**config.mk**
```make
export PLATFORM = sky130hd
export DESIGN_NAME = alu_seq_exec
export DESIGN_NICKNAME = d
export VERILOG_FILES = /design/src/rtl/alu_pkg.sv /design/src/rtl/alu_comb_core.sv /design/src/rtl/alu_seq_exec.sv
export SDC_FILE = /design/constraint.sdc
export NUM_CORES = 1
export LEC_CHECK = 0
export BUFFER_PORTS_ARGS = -buffer_cell sky130_fd_sc_hd__buf_2
export CAP_MARGIN = 20
export CORE_UTILIZATION = 30
export CTS_CLUSTER_SIZE = 8
export DETAILED_ROUTE_END_ITERATION = 10
export PLACE_DENSITY = 0.58
export REMOVE_ABC_BUFFERS = 1
export SLEW_MARGIN = 20
export SYNTH_ARGS = -nofsm -noshare
export SYNTH_HDL_FRONTEND = slang
export SYNTH_SLANG_ARGS = --single-unit
```
**constraint.sdc**
```tcl
create_clock -name i_clk -period 4.1 [get_ports i_clk]
set_input_delay 0.205 -clock i_clk [delete_from_list [all_inputs] [get_ports i_clk]]
set_output_delay 0.205 -clock i_clk [all_outputs]
set_load 0.05 [all_outputs]
```
**src/rtl/alu_pkg.sv**
```systemverilog
// ---------------------------------------------------------------------------
// alu_pkg
//
// Purpose:
//   Shared definitions for the execute-stage ALU and the ALU decoder that
//   feeds it. The op-code enum here is the single source of truth for the
//   4-bit ALU operation encoding, so decoder and executor cannot drift apart.
//
// Contents:
//   DATA_W      default operand/result width
//   SHAMT_W     width of the shift amount taken from operand B
//   alu_op_e    4-bit ALU operation code (values 10..15 are illegal)
//   alu_state_e sequencing states of alu_seq_exec
//   is_shift()  true for the ops handled by the serial shifter
// ---------------------------------------------------------------------------
package alu_pkg;

    localparam int DATA_W  = 32;
    localparam int SHAMT_W = $clog2(DATA_W);

    typedef enum logic [3:0] {
        ALU_ADD  = 4'd0,
        ALU_SUB  = 4'd1,
        ALU_SLT  = 4'd2,
        ALU_SLTU = 4'd3,
        ALU_XOR  = 4'd4,
        ALU_OR   = 4'd5,
        ALU_AND  = 4'd6,
        ALU_SLL  = 4'd7,
        ALU_SRL  = 4'd8,
        ALU_SRA  = 4'd9
    } alu_op_e;

    typedef enum logic [1:0] {
        ST_IDLE  = 2'd0,
        ST_SHIFT = 2'd1,
        ST_DONE  = 2'd2
    } alu_state_e;

    // Shift ops take the multi-cycle path through the serial shifter; every
    // other code (legal or not) finishes in a single cycle.
    function automatic logic is_shift(input logic [3:0] op);
        return (op == ALU_SLL) || (op == ALU_SRL) || (op == ALU_SRA);
    endfunction

endpackage

```
**src/rtl/alu_comb_core.sv**
```systemverilog
// ---------------------------------------------------------------------------
// alu_comb_core
//
// Purpose:
//   Purely combinational part of the execute ALU: ADD, SUB, SLT, SLTU, XOR,
//   OR and AND, plus detection of illegal op codes (10..15). Shift codes
//   produce a zero result here; the serial shifter in alu_seq_exec owns them.
//
// Ports:
//   i_alu_op     [3:0]        op code (alu_op_e encoding)
//   i_operand_a  [DATA_W-1:0] operand A
//   i_operand_b  [DATA_W-1:0] operand B
//   o_result     [DATA_W-1:0] single-cycle result (0 for shifts/illegal)
//   o_illegal                 high for op codes outside alu_op_e
// ---------------------------------------------------------------------------
module alu_comb_core #(
    parameter int DATA_W = alu_pkg::DATA_W
) (
    input  logic [3:0]        i_alu_op,
    input  logic [DATA_W-1:0] i_operand_a,
    input  logic [DATA_W-1:0] i_operand_b,
    output logic [DATA_W-1:0] o_result,
    output logic              o_illegal
);

    import alu_pkg::*;

    logic w_ltSigned;
    logic w_ltUnsigned;

    // Both compares are evaluated unconditionally; the op mux below picks
    // the one that matters.
    assign w_ltSigned   = $signed(i_operand_a) < $signed(i_operand_b);
    assign w_ltUnsigned = i_operand_a < i_operand_b;

    // Op mux. Every output gets a zero default so that no op code, legal
    // or not, can leave the result undriven or X.
    always_comb begin
        o_result  = '0;
        o_illegal = 1'b0;
        case (i_alu_op)
            ALU_ADD:  o_result = i_operand_a + i_operand_b;
            ALU_SUB:  o_result = i_operand_a - i_operand_b;
            ALU_SLT:  o_result = {{(DATA_W-1){1'b0}}, w_ltSigned};
            ALU_SLTU: o_result = {{(DATA_W-1){1'b0}}, w_ltUnsigned};
            ALU_XOR:  o_result = i_operand_a ^ i_operand_b;
            ALU_OR:   o_result = i_operand_a | i_operand_b;
            ALU_AND:  o_result = i_operand_a & i_operand_b;
            ALU_SLL, ALU_SRL, ALU_SRA: o_result = '0;
            default:  o_illegal = 1'b1;
        endcase
    end

endmodule

```
**src/rtl/alu_seq_exec.sv**
```systemverilog
// ---------------------------------------------------------------------------
// alu_seq_exec
//
// Purpose:
//   Execute-stage ALU between decode/operand-select and writeback/LSU.
//   Requests and results both use a valid/ready handshake. Non-shift ops
//   (and shifts by zero) complete in one cycle; SLL/SRL/SRA walk a serial
//   shifter one bit per cycle, so a shift by n produces its result n
//   cycles after the single-cycle case.
//
// Ports:
//   i_clk        clock, rising edge
//   i_reset      asynchronous, active-high reset
//   i_valid      upstream request valid
//   o_ready      request can be accepted this cycle (combinational)
//   i_alu_op     [3:0] op code (alu_op_e)
//   i_operand_a  [DATA_W-1:0] operand A (rs1/PC)
//   i_operand_b  [DATA_W-1:0] operand B (rs2/imm); low bits are the shamt
//   o_valid      result valid
//   i_ready      downstream accepts result
//   o_alu_data   [DATA_W-1:0] registered result
//   o_illegal    op code 10..15 received, qualified by o_valid
// ---------------------------------------------------------------------------
module alu_seq_exec #(
    parameter int DATA_W = alu_pkg::DATA_W
) (
    input  logic              i_clk,
    input  logic              i_reset,
    input  logic              i_valid,
    output logic              o_ready,
    input  logic [3:0]        i_alu_op,
    input  logic [DATA_W-1:0] i_operand_a,
    input  logic [DATA_W-1:0] i_operand_b,
    output logic              o_valid,
    input  logic              i_ready,
    output logic [DATA_W-1:0] o_alu_data,
    output logic              o_illegal
);

    import alu_pkg::*;

    // The package width is reused when the default configuration is kept,
    // otherwise it is rederived from the overriding DATA_W.
    localparam int CNT_W = (DATA_W == alu_pkg::DATA_W) ? SHAMT_W : $clog2(DATA_W);

    alu_state_e        r_state;
    logic [DATA_W-1:0] r_data;
    logic [CNT_W-1:0]  r_shiftCnt;
    logic [3:0]        r_op;
    logic              r_valid;
    logic              r_illegal;

    logic              w_accept;
    logic              w_isShift;
    logic [CNT_W-1:0]  w_shamt;
    logic [DATA_W-1:0] w_coreResult;
    logic              w_coreIllegal;
    logic [DATA_W-1:0] w_shiftNext;

    // Single-cycle datapath works straight off the input ports so that its
    // result can be registered on the accepting edge.
    alu_comb_core #(
        .DATA_W (DATA_W)
    ) u_core (
        .i_alu_op    (i_alu_op),
        .i_operand_a (i_operand_a),
        .i_operand_b (i_operand_b),
        .o_result    (w_coreResult),
        .o_illegal   (w_coreIllegal)
    );

    // Ready is high when idle, and also while a finished result is being
    // taken downstream this very cycle, which is what allows one result per
    // cycle for back-to-back single-cycle ops. The reset term keeps a
    // request from being seen as accepted while reset is held.
    assign o_ready   = (r_state == ST_IDLE) || ((r_state == ST_DONE) && i_ready);
    assign w_accept  = i_valid && o_ready && !i_reset;
    assign w_isShift = is_shift(i_alu_op);
    assign w_shamt   = i_operand_b[CNT_W-1:0];

    assign o_valid    = r_valid;
    assign o_alu_data = r_data;
    assign o_illegal  = r_illegal;

    // One-bit step of the serial shifter. The accumulator is r_data itself,
    // so the last step leaves the final result already in the output
    // register. SRA replicates the current MSB.
    always_comb begin
        w_shiftNext = r_data;
        case (r_op)
            ALU_SLL: w_shiftNext = {r_data[DATA_W-2:0], 1'b0};
            ALU_SRL: w_shiftNext = {1'b0, r_data[DATA_W-1:1]};
            ALU_SRA: w_shiftNext = {r_data[DATA_W-1], r_data[DATA_W-1:1]};
            default: w_shiftNext = r_data;
        endcase
    end

    // Sequencer. IDLE and DONE share the accept path so a new request taken
    // while a result drains is handled exactly like one from IDLE. A shift
    // by a non-zero amount parks in SHIFT, counting the amount down to zero;
    // everything else lands directly in DONE with its result registered.
    // Reset clears the output register as well, so an aborted shift leaves
    // no partial value visible.
    always_ff @(posedge i_clk or posedge i_reset) begin
        if (i_reset) begin
            r_state    <= ST_IDLE;
            r_data     <= '0;
            r_shiftCnt <= '0;
            r_op       <= 4'd0;
            r_valid    <= 1'b0;
            r_illegal  <= 1'b0;
        end else begin
            case (r_state)
                ST_IDLE, ST_DONE: begin
                    if (w_accept) begin
                        r_op <= i_alu_op;
                        if (w_isShift && (w_shamt != '0)) begin
                            r_state    <= ST_SHIFT;
                            r_data     <= i_operand_a;
                            r_shiftCnt <= w_shamt;
                            r_valid    <= 1'b0;
                            r_illegal  <= 1'b0;
                        end else begin
                            r_state    <= ST_DONE;
                            r_data     <= w_isShift ? i_operand_a : w_coreResult;
                            r_shiftCnt <= '0;
                            r_valid    <= 1'b1;
                            r_illegal  <= w_coreIllegal;
                        end
                    end else if ((r_state == ST_DONE) && i_ready) begin
                        r_state   <= ST_IDLE;
                        r_valid   <= 1'b0;
                        r_illegal <= 1'b0;
                    end
                end
                ST_SHIFT: begin
                    r_data     <= w_shiftNext;
                    r_shiftCnt <= r_shiftCnt - CNT_W'(1);
                    if (r_shiftCnt == CNT_W'(1)) begin
                        r_state <= ST_DONE;
                        r_valid <= 1'b1;
                    end
                end
                default: begin
                    r_state <= ST_IDLE;
                    r_valid <= 1'b0;
                end
            endcase
        end
    end

endmodule

```
==> results.toml <==
[critical_path]
cp-start-kind = "input pin"
rrSetupSlack_ns = 1.47
reg2reg_to = "o_alu_data[28]"
r2r_start = "r_state[1]"
critPathKind = "input pin to flip-flop"
critPathArrivalTime_ns = 3.36
reg2reg_depth = 11
end_kind = "flip-flop"
cp_max_fo = 5
required_ns = 4.28

[pwr]
p_leak_uw = 0.00387
clkPwrFrac_pct = 13.7
p_int_uw = 1620
p_sw_share_pct = 55.5
switching_power_uw = 2020
vdd.ir_drop.worst_uv = 268
power.share.sequential_pct = 24.3
powerDensity_nw_per_um2 = 433
total_power_uw = 3630
p_comb_share_pct = 62.0

[timing]
fmax_ghz = 0.315
slew_violations = 0
hold_violations = 0
period_minus_slack_ns = 3.18
rsz0062_at_grt = "false"
setup_viol = 0
finClkSkew_ns = 0.00996
tightest_slew_ns = 0.875
fin_crit_sh_pct = 77.5
final.setup.worst_slack_ns = 0.924
hold-worst-slack_ns = 0.224
relSlewSlack_pct = 41.7

[synthesis]
synth-main-ff-cell = "dfrtp_1"
ys_types = 78
syn_inst = 1041
synthesis.area_sq_um = 7380
ys_warn_count = 0
ys_ff_latch = 44
postSynthAreaPerCell_sq_um = 7.09
synthArstFlopShare_pct = 100
synth_seq_area_share_pct = 14.9
synth-edff-count = 0
synthTopCellsByArea = "ha_1 (18%), dfrtp_1 (15%), a21oi_1 (7.2%), nand2_1 (5.6%), o21ai_0 (5.2%)"
yosysTopAreaCell = "ha_1"
synth_top_area_share_pct = 17.8

[run]
drv_cap = 0

[finish]
stdcell_area_sq_um = 8390
final_nets = 1282
drive_gt1_share_pct = 14.3
n_antenna_cell = 0
syn_to_final_growth_pct = 13.7

[cts]
cts_sinks = 44
numCtsBuffers = 5
clk_latency_ns = 0.31
htreeDepth = 2
cts_tree = "built"
root_buffer = "clkbuf_16"
cts_resized = 0
cts_buffer_depth = 2
path_clk_slew_ns = 0.07

[global_route]
grt_max_degree = 45
grt_usage_pct = 20.8
antenna_found_initial = 0
grt_pass1_vias = 7895
globalRouteOverflowTotal = 0
grt_pass1_wl_microns = 42600

[worst_hold_path]
hold_start = "i_alu_op[1]"
worst_hold_path.endpoint = "r_op[1]"
holdPathStages = 3
min_path_type = "input pin to flip-flop"

[placed_design]
pre_cts_ws_ns = 0.698
place_hpwl_microns = 20400
gp_congestion = 0.896
post_dp_cell_area_sq_um = 8210
port-buffer-count = 106

[die]
ios = 107
die_x_microns = 159
die_h_microns = 159
start_util_pct = 30.4
die_area_sq_um = 25200
placementRows = 57
core_sq_um = 24200

[status]
outcome = "complete, no violations"

[detailed_routing]
drt-total-wl_microns = 26500
drtPass1Iterations = 5
dr.first_iter.drc_count = 769
detail-route-antenna-nets = 0
num_vias = 8033
wl_per_cell_microns = 18.5
routed_via_density = 5.63
drc = 0
==> state kept, by name (all words and copies together) (netlist names) <==
signal / flops
o_illegal: 1
r_state: 2
r_op: 4
o_alu_data: 32
r_shiftCnt: 5
==> cells in the mapped netlist (10+ instances only) <==
cell,number
nand2_1,110
a21oi_1,106
ha_1,105
inv_1,97
nor2_1,87
o21ai_0,76
clkbuf_1,50
dfrtp_1,44
nor3_1,38
a31oi_1,24
a221oi_1,20
xnor2_1,19
nand3_1,17
mux2i_1,16
o221ai_1,16
a21o_1,14
nand2b_1,11
a211oi_1,10
==> per-stage QoR <==
stage | util [%] | cells | setup TNS (ns)
5_1_grt | 34.6 | 1428 | 0
3_5_place_dp | 33.9 | 1419 | 0
6_report | 34.6 | 1428 | 0
2_1_floorplan | - | 972 | -14.17
4_1_cts | 34.6 | 1428 | 0
3_3_place_gp | 33.9 | 1419 | 0
==> how the worst max path moves through the flow <==
stage                   start             end  depth (start not counted)
6_report       i_operand_b[1]  o_alu_data[27]                         13
5_1_grt        i_operand_b[1]  o_alu_data[25]                         13
4_1_cts        i_operand_b[1]  o_alu_data[25]                         13
3_5_place_dp   i_operand_b[1]  o_alu_data[25]                         13
3_3_place_gp   i_operand_b[1]  o_alu_data[25]                         13
2_1_floorplan      r_state[1]   o_alu_data[0]                          6
==> per-layer routing <==
metal  track usage (%)  wire (microns)  vias up
met5                 0               0        -
met4              5.29             533        0
met3              2.95            1900       39
met2              35.4           12300      330
met1              27.4           11700     3816
li1                  -               -     3848
==> cells by family after synthesis <==
logic type | count (synthesis) | share of synthesized area, %
xor gates and xnor gates | 26 | 3.08
buffers and inverters | 168 | 8.80
DFF | 44 | 14.9
and+or+nand+nor | 312 | 19.3
adders and majority gates | 107 | 18.3
muxes | 17 | 2.32
AOI/OAI and AO/OA | 367 | 33.3
==> layout make-up <==
class	instances	area [sq um]
Clock buffer	5	125
Timing Repair Buffer	124	668
Clock inverter	3	46.3
Fill cell	2651	15900
Multi-Input combinational cell	829	5670
Tap cell	324	405
Inverter	99	372
Sequential cell	44	1100
==> layout by cell type, fill, tap and decap left out, drive strengths merged, types with 9 or more instances in the layout <==
cell	n
buf	123
nand2	110
a21oi	107
ha	105
inv	100
nor2	87
o21ai	85
dfrtp	44
nor3	38
a31oi	25
a221oi	24
xnor2	19
nand3	17
mux2i	16
o221ai	16
a21o	14
a211oi	12
nand2b	12
o211ai	9
nor2b	9
==> worst max-delay path, cell delays in order <==
cell and delay (ns):
buf_2 0.13, inv_1 0.12, ha_1 0.36, nor2_1 0.08, o311ai_1 0.41, a31oi_2 0.23, o311ai_2 0.64, o41ai_4 0.20
o211a_1 0.26, a211oi_2 0.21, xor2_1 0.09, a221oi_1 0.33, nor2_1 0.08
==> what timing repair did <==
action	CTS	global route
setup buffers	0	0
hold buffers	1	0
hold endpoints to repair	18	0
==> power by group through the flow <==
stage / logic [uW] / clock network [uW] / registers [uW]
floorplan: 1110 / 0 / 1300
global placement: 2210 / 0 / 886
detailed placement: 2240 / 0 / 886
CTS: 2240 / 498 / 880
global route: 2450 / 514 / 905
finish: 2250 / 496 / 883
(Power assumes the default switching activity.)
